$ cat config.mk
export PLATFORM = sky130hd
export DESIGN_NAME = pcie_axil_req_sequencer
export DESIGN_NICKNAME = d
export VERILOG_FILES = /design/src/rtl/pcie_axil_pkg.sv /design/src/rtl/pcie_axil_req_sequencer.sv
export SDC_FILE = /design/constraint.sdc
export NUM_CORES = 1
export LEC_CHECK = 0
export ABC_AREA = 0
export ABC_CLOCK_PERIOD_IN_PS = 2200
export CAP_MARGIN = 5
export CORE_MARGIN = 2
export CORE_UTILIZATION = 45
export DETAILED_ROUTE_END_ITERATION = 8
export PLACE_DENSITY = 0.83
export SLEW_MARGIN = 30
export SYNTH_ARGS = -nofsm -noshare
export SYNTH_HDL_FRONTEND = slang
export SYNTH_SLANG_ARGS = --single-unit
$ cat constraint.sdc
create_clock -name M_AXI_ACLK -period 2.2 [get_ports M_AXI_ACLK]
set_input_delay 0.55 -clock M_AXI_ACLK [delete_from_list [all_inputs] [get_ports M_AXI_ACLK]]
set_output_delay 0.55 -clock M_AXI_ACLK [all_outputs]
set_load 0.01 [all_outputs]
$ cat src/rtl/pcie_axil_pkg.sv
// Shared types and constants for the PCIe-to-AXI-Lite request path.
// Holds the sequencer state encoding, BAR-index field position and timeout fill word.
package pcie_axil_pkg;

    typedef enum logic [2:0] {
        IDLE    = 3'd0,
        RD_WAIT = 3'd1,
        RD_CPL  = 3'd2,
        WR_HOLD = 3'd3,
        GAP     = 3'd4
    } seq_state_e;

    // BAR index lives in the top two bits of the DW address
    localparam int BAR_IDX_MSB = 31;
    localparam int BAR_IDX_LSB = 30;

    localparam logic [31:0] TIMEOUT_DATA_DEFAULT = 32'hDEAD_BEEF;

endpackage

$ cat src/rtl/pcie_axil_req_sequencer.sv
// Sequences single-DW PCIe read/write requests one at a time onto the level-sensitive
// rd_en/wr_en master interface and returns read data (or a timeout) as a completion.
module pcie_axil_req_sequencer
    import pcie_axil_pkg::*;
#(
    parameter int unsigned TIMEOUT_CYCLES = 1024,
    parameter int unsigned WR_HOLD_CYCLES = 4,
    parameter logic [31:0] TIMEOUT_DATA   = TIMEOUT_DATA_DEFAULT
) (
    input  logic        M_AXI_ACLK,
    input  logic        M_AXI_ARESETN,
    input  logic        req_valid,
    output logic        req_ready,
    input  logic        req_is_wr,
    input  logic [31:0] req_addr,
    input  logic [3:0]  req_be,
    input  logic [31:0] req_data,
    input  logic [7:0]  req_tag,
    output logic [31:0] rd_addr,
    output logic [3:0]  rd_be,
    output logic        rd_en,
    input  logic [31:0] rd_data,
    input  logic        rd_data_valid,
    output logic [31:0] wr_addr,
    output logic [3:0]  wr_be,
    output logic [31:0] wr_data,
    output logic        wr_en,
    output logic        cpl_valid,
    input  logic        cpl_ready,
    output logic [7:0]  cpl_tag,
    output logic [31:0] cpl_data,
    output logic        cpl_err,
    output logic [7:0]  timeout_count,
    output logic        busy
);

    localparam logic [15:0] TMO_LAST  = 16'(TIMEOUT_CYCLES - 1);
    localparam logic [7:0]  HOLD_LAST = 8'(WR_HOLD_CYCLES - 1);

    seq_state_e  r_state;
    logic [15:0] r_timer;
    logic [7:0]  r_hold_cnt;
    logic [31:0] r_rd_addr;
    logic [3:0]  r_rd_be;
    logic        r_rd_en;
    logic [31:0] r_wr_addr;
    logic [3:0]  r_wr_be;
    logic [31:0] r_wr_data;
    logic        r_wr_en;
    logic        r_cpl_valid;
    logic [7:0]  r_cpl_tag;
    logic [31:0] r_cpl_data;
    logic        r_cpl_err;
    logic [7:0]  r_timeout_count;
    logic        r_busy;

    // Sequencer FSM: one transaction in flight, every output registered
    always_ff @(posedge M_AXI_ACLK or negedge M_AXI_ARESETN) begin
        if (!M_AXI_ARESETN) begin
            r_state         <= IDLE;
            r_timer         <= 16'd0;
            r_hold_cnt      <= 8'd0;
            r_rd_addr       <= 32'd0;
            r_rd_be         <= 4'd0;
            r_rd_en         <= 1'b0;
            r_wr_addr       <= 32'd0;
            r_wr_be         <= 4'd0;
            r_wr_data       <= 32'd0;
            r_wr_en         <= 1'b0;
            r_cpl_valid     <= 1'b0;
            r_cpl_tag       <= 8'd0;
            r_cpl_data      <= 32'd0;
            r_cpl_err       <= 1'b0;
            r_timeout_count <= 8'd0;
            r_busy          <= 1'b0;
        end else begin
            case (r_state)
                IDLE: begin
                    if (req_valid) begin
                        r_busy <= 1'b1;
                        if (req_is_wr) begin
                            r_wr_addr  <= req_addr;
                            r_wr_be    <= req_be;
                            r_wr_data  <= req_data;
                            r_wr_en    <= 1'b1;
                            r_hold_cnt <= 8'd0;
                            r_state    <= WR_HOLD;
                        end else begin
                            r_rd_addr <= req_addr;
                            r_rd_be   <= req_be;
                            r_cpl_tag <= req_tag;
                            r_rd_en   <= 1'b1;
                            r_timer   <= 16'd0;
                            r_state   <= RD_WAIT;
                        end
                    end
                end
                RD_WAIT: begin
                    // a response on the expiry cycle still wins over the timeout
                    if (rd_data_valid) begin
                        r_cpl_data  <= rd_data;
                        r_cpl_err   <= 1'b0;
                        r_cpl_valid <= 1'b1;
                        r_rd_en     <= 1'b0;
                        r_state     <= RD_CPL;
                    end else if (r_timer == TMO_LAST) begin
                        r_cpl_data  <= TIMEOUT_DATA;
                        r_cpl_err   <= 1'b1;
                        r_cpl_valid <= 1'b1;
                        r_rd_en     <= 1'b0;
                        if (r_timeout_count != 8'hFF) begin
                            r_timeout_count <= r_timeout_count + 8'd1;
                        end
                        r_state     <= RD_CPL;
                    end else begin
                        r_timer <= r_timer + 16'd1;
                    end
                end
                RD_CPL: begin
                    if (cpl_ready) begin
                        r_cpl_valid <= 1'b0;
                        r_state     <= GAP;
                    end
                end
                WR_HOLD: begin
                    if (r_hold_cnt == HOLD_LAST) begin
                        r_wr_en <= 1'b0;
                        r_state <= GAP;
                    end else begin
                        r_hold_cnt <= r_hold_cnt + 8'd1;
                    end
                end
                GAP: begin
                    r_busy  <= 1'b0;
                    r_state <= IDLE;
                end
                default: begin
                    r_rd_en     <= 1'b0;
                    r_wr_en     <= 1'b0;
                    r_cpl_valid <= 1'b0;
                    r_busy      <= 1'b0;
                    r_state     <= IDLE;
                end
            endcase
        end
    end

    assign req_ready     = (r_state == IDLE);
    assign rd_addr       = r_rd_addr;
    assign rd_be         = r_rd_be;
    assign rd_en         = r_rd_en;
    assign wr_addr       = r_wr_addr;
    assign wr_be         = r_wr_be;
    assign wr_data       = r_wr_data;
    assign wr_en         = r_wr_en;
    assign cpl_valid     = r_cpl_valid;
    assign cpl_tag       = r_cpl_tag;
    assign cpl_data      = r_cpl_data;
    assign cpl_err       = r_cpl_err;
    assign timeout_count = r_timeout_count;
    assign busy          = r_busy;

endmodule
# Word-level counts from Yosys, hierarchy flattened

Index checks and enable logic that the tools add are counted.

Register bits: 184
Bits of input ports: 114
Output and inout port bits: 158
Word-level logic and storage cells: 94

Add/subtract/negate cells: 3
Eq/ne operators: 16
Multiplexer cells: 34
Bitwise operators: 6
Reduce and logical (&&, ||, !) cells: 19

Operator list:

| kind                  | number |
|---|---|
| $mux 16               | 4 |
| $mux 32               | 2 |
| $pmux 16 s2           | 1 |
| $mux 8                | 3 |
| $reduce_and 4->1      | 5 |
| $add 16x1->16 const B | 1 |
| $add 8x1->8 const B   | 2 |
| $eq 16x10->1 const B  | 1 |
| $pmux 8 s2            | 1 |
| $mux 3                | 5 |
| $ne 2x2->1 const B    | 7 |
| $mux 1                | 12 |
| $pmux 3 s4            | 1 |
| $reduce_or 3->1       | 4 |
| $pmux 1 s3            | 3 |
| $reduce_and 3->1      | 3 |
| $eq 8x2->1 const B    | 1 |
| $ne 8x8->1 const B    | 1 |
| $eq 3x2->1 const B    | 2 |
| $not 1->1             | 6 |
| $reduce_bool 2->1     | 3 |
| $reduce_and 5->1      | 1 |
| $reduce_and 2->1      | 2 |
| $eq 3x1->1 const B    | 1 |
| 6 further kinds       | 6 |

# Depth between registers and ports, before layout

Word-level depth: 4
Gate-level depth with buffers: 8
Depth with buffers taken out: 6

# Least setup slack after synthesis

OpenSTA, ideal clock, no wires.

Kind: register to register
From: reg r_state[1]
To: reg r_rd_addr[0] (netlist: rd_addr[0])
Library setup time: 0.125 ns
Arrival: 1.790 ns
Data required time: 2.075 ns
Slack: 0.286 ns
Stages on the path, launching flop included: 7
Path buffers: 3
Clock period less this slack: 1.914 ns
Cells stage by stage: dfrtp_1 -> buf_2 -> or3b_2 -> buf_2 -> nand2_1 -> buf_2 -> mux2_2

Word-level cells in the longest chain between the ends: 2

RTL lines:

| what                              | line                          | text |
|---|---|---|
| start, declared                   | pcie_axil_req_sequencer.sv:40 | `seq_state_e r_state;` |
| start signal, assigned            | pcie_axil_req_sequencer.sv:60 | `r_state <= IDLE;` |
| start signal, assigned            | pcie_axil_req_sequencer.sv:87 | `r_state <= WR_HOLD;` |
| start signal, assigned            | pcie_axil_req_sequencer.sv:94 | `r_state <= RD_WAIT;` |
| $logic_not 3->1                   | pcie_axil_req_sequencer.sv:77 | `case (r_state)` |
| $reduce_and 3->1 (no source line) | --                            |  |
| end signal, assigned              | pcie_axil_req_sequencer.sv:89 | `r_rd_addr <= req_addr;` |
| end, declared                     | pcie_axil_req_sequencer.sv:43 | `logic [31:0] r_rd_addr;` |

No other way between the ends.
A chain may end at the register's enable or synchronous reset.

# Final worst setup path

From: reg r_state[1]
To: out req_ready

Word-level cells in the longest chain between the ends: 1

RTL lines:

| what            | line                           | text |
|---|---|---|
| $logic_not 3->1 | pcie_axil_req_sequencer.sv:148 | `assign req_ready = (r_state == IDLE);` |
| end, declared   | pcie_axil_req_sequencer.sv:13  | `output logic req_ready,` |

No other way between the ends.

==> summary.md <==
| Metric | Value |
|---|---|
| Synth Area in Compound Gates | 0.0929 |
| DR vias/cell | 5.19 |
| Final setup vio count | 0 |
| Share of post-route cells with drive strength above 1 | 0.123 |
| Mapped Cells | 676 |
| Synth warn | 0 |
| Setup crit end kind | primary output |
| #FFs+latches synth | 184 |
| Drt total wl | 20100 µm |
| Clock transition at path regs | 0.07 ns |
| GRT Residual Overflow | 0 |
| Non-Filler Instances | 1190 |
| Die Span Y | 132 µm |
| Fill cells | 1212 |
| Run status | finished, final reports clean |
| Post-DRT Antenna Nets | 0 |
| Post-Synth XOR/XNOR Area | 0.00944 |
| Die X | 132 µm |
| Time the worst path needs with I/O delays and setup | 2.05 ns |
| Commonest non-fill, non-tap cell in the layout | clkdlybuf4s50_1 |
| Clk_lat worst skew | 0.43 ns |
| WL/cell | 16.9 µm |
| Sequential standard cell area | 4600 µm² |
| Final design utilization | 0.697 |
| Hold WS | 0.0208 ns |
| Hold Crit Class | in -> async |
| Most frequent cells in the layout | 269 x clkdlybuf4s50_1, 224 x nand2_1, 184 x dfrtp_1, 46 x mux2_2, 25 x o22a_1 |
| Area of the multi-input gates | 2660 µm² |
| FFs w/ async S/R, synth | 1.00 |
| Initial antenna violation count | 0 |
| Synth Net Count | 793 |
| Simple-gate share of the synthesized area | 0.178 |
| Core area | 16000 µm² |
| Main synth FF type | dfrtp_1 |
| Gpl congestion | 0.830 |
| Area share of fa/ha/maj cells after synthesis | 0.00506 |
| Largest family of logic cells by synthesized area | simple AND/OR/NAND/NOR gates |
| Static Leak | 4.97 nW |
| Crit Path Class | reg -> out |
| Slew margin rel. | 0.614 |
| CTS root buf | clkbuf_16 |
| Synth cell types | 56 |
| CTS tree | built |
| DP Cell Count | 1159 |
| VDD IR max | 0.000718 V |
| Die area | 17500 µm² |
| Setup Skew | 0.00530 ns |
| Number of port buffers | 271 |
| Register area share after synthesis | 0.620 |
| Fmax | 487 MHz |
| Multiplexer share of the synthesized area | 0.0712 |
| Vias in the first global route | 6450 |
| Area Overhead vs Synth | 50.4% |
| PwrDens | 1330 nW/µm² |
| Final hold violation count | 0 |
| Max cap viols | 0 |
| Via count | 6178 |
| Num CTS Buffers | 17 |
| Row cnt | 46 |
| Drc violations | 0 |
| Number of flops mapped to enable cells by yosys | 0 |
| Initial Utilization | 0.464 |
| Hold_buf cts | 0 |
| Hpwl dp | 14500 µm |
| Tightest Pin Transition | 0.565 ns |
| Antenna Cells | 0 |
| Total GRT Usage | 0.232 |
| Maximum fanout along the worst path | 7 |
| Post-CTS Setup Inserts | 0 |
| WP data arrival | 1.50 ns |
| CTS resizes | 1 |
| Setup TNS after final layout | 0 ns |
| Startpoint types | register |
| Total Power | 14.8 mW |
| RSZ-0062 raised after global routing | no |
| Cell Area, Synth | 7420 µm² |
| Avg Inst Size Synth | 11.0 µm² |
| Pin count of the biggest net entering global routing | 70 |
| Maximum clock path buffer count | 2 |
| Number of H-tree levels | 4 |
| I/O Pins | 272 |
| Nets | 1079 |
| Number of DRC markers in iteration 0 | 203 |
| Final worst-path cycle share | 0.933 |
| Worst EP required | 1.65 ns |
| Clock sinks | 184 |
| DRT Pass-1 Iters | 4 |
| Global-route wire length before repair | 32500 µm |
| Max-slew violations | 0 |
==> cells by family (layout without fill, tap and decap cells) <==
logic type | count (synthesis) | count (layout)
fa+ha+maj | 3 | 3
simple gates | 297 | 297
mux | 47 | 47
flops | 184 | 184
buf+inv | 40 | 338
compound gates | 97 | 97
xor+xnor | 8 | 8
==> registers in the layout (all words and copies together), names as in the netlist <==
signal and flops:
cpl_data 32, rd_addr 32, wr_addr 32, wr_data 32, r_timer 16, cpl_tag 8, r_hold_cnt 8, timeout_count 8
rd_be 4, wr_be 4, r_state 3, busy 1, cpl_err 1, cpl_valid 1, rd_en 1, wr_en 1
==> where the power goes <==
| group | switching, mW | internal (mW) | total, mW |
|---|---|---|---|
| combinational | 2.61 | 3.57 | 6.18 |
| sequential | 0.862 | 4.79 | 5.65 |
| clock | 1.33 | 1.68 | 3.01 |
==> area by class of cell <==
type | count | area share
clock buffers | 17 | 0.0381
flip-flops and latches | 184 | 0.413
well taps | 216 | 0.0242
repair buffers | 299 | 0.271
clock inverters | 14 | 0.0133
multi-input cells | 452 | 0.238
inverters | 8 | 0.00269
==> stage by stage <==
stage / instance area, µm² / worst slack [ns]
2_1_floorplan: 7420 / 0.286
3_3_place_gp: 10600 / 0.0489
3_5_place_dp: 10600 / 0.0223
4_1_cts: 11200 / 0.137
5_1_grt: 11200 / 0.0229
6_report: 11200 / 0.147
==> worst paths after layout <==
path / startpoint / to / depth (start not counted) / slack, ns
hold reg to reg: wr_addr[23]$_DFFE_PN0P_ / wr_addr[23]$_DFFE_PN0P_ / 2 / 0.47
min in group M_AXI_ACLK: wr_addr[23]$_DFFE_PN0P_ / wr_addr[23]$_DFFE_PN0P_ / 2 / 0.47
setup / recovery: r_state[1]$_DFFE_PN0P_ / req_ready / 2 / 0.15
max in group asynchronous: M_AXI_ARESETN / wr_addr[16]$_DFFE_PN0P_ / 2 / 1.51
hold / removal: M_AXI_ARESETN / timeout_count[7]$_DFFE_PN0P_ / 1 / 0.02
setup reg to reg: r_timer[13]$_DFFE_PN0P_ / timeout_count[1]$_DFFE_PN0P_ / 5 / 0.16
==> cell usage after synthesis, drive strengths merged (2+ instances only) <==
cell type / count / area [µm²]
o21ai: 23 / 115
o21a: 3 / 22.5
dfrtp: 184 / 4600
a31oi: 6 / 37.5
a22o: 9 / 78.8
nand2: 224 / 841
nand4: 8 / 50.1
o22a: 25 / 219
o311ai: 3 / 26.3
buf: 10 / 53.8
nor4: 5 / 52.6
a21oi: 12 / 60.1
or4: 3 / 22.5
and4: 3 / 26.3
a21o: 2 / 15.0
nand2b: 2 / 12.5
o31ai: 6 / 45.0
mux2: 46 / 518
xnor2: 6 / 52.6
and2: 3 / 18.8
or3: 4 / 25.0
ha: 3 / 37.5
and3: 4 / 25.0
xor2: 2 / 17.5
nor2: 9 / 43.8
nand3: 16 / 85.1
inv: 8 / 30.0
clkbuf: 22 / 83.8
nor3b: 5 / 42.5
nor3: 5 / 35.0
or2: 2 / 12.5
==> metal layers <==
layer,share of wire,vias up,track usage
met1,0.39,2984,0.269
met5,0,-,0
met2,0.49,255,0.388
met4,0.034,0,0.103
met3,0.088,52,0.0816
li1,-,2887,-
==> critical path, stage by stage (launching register included) <==
cell and delay (ns):
dfrtp_1 0.47, nor3_2 0.28, dlygate4sd2_1 0.32
Power figures use the tool's default switching activity.
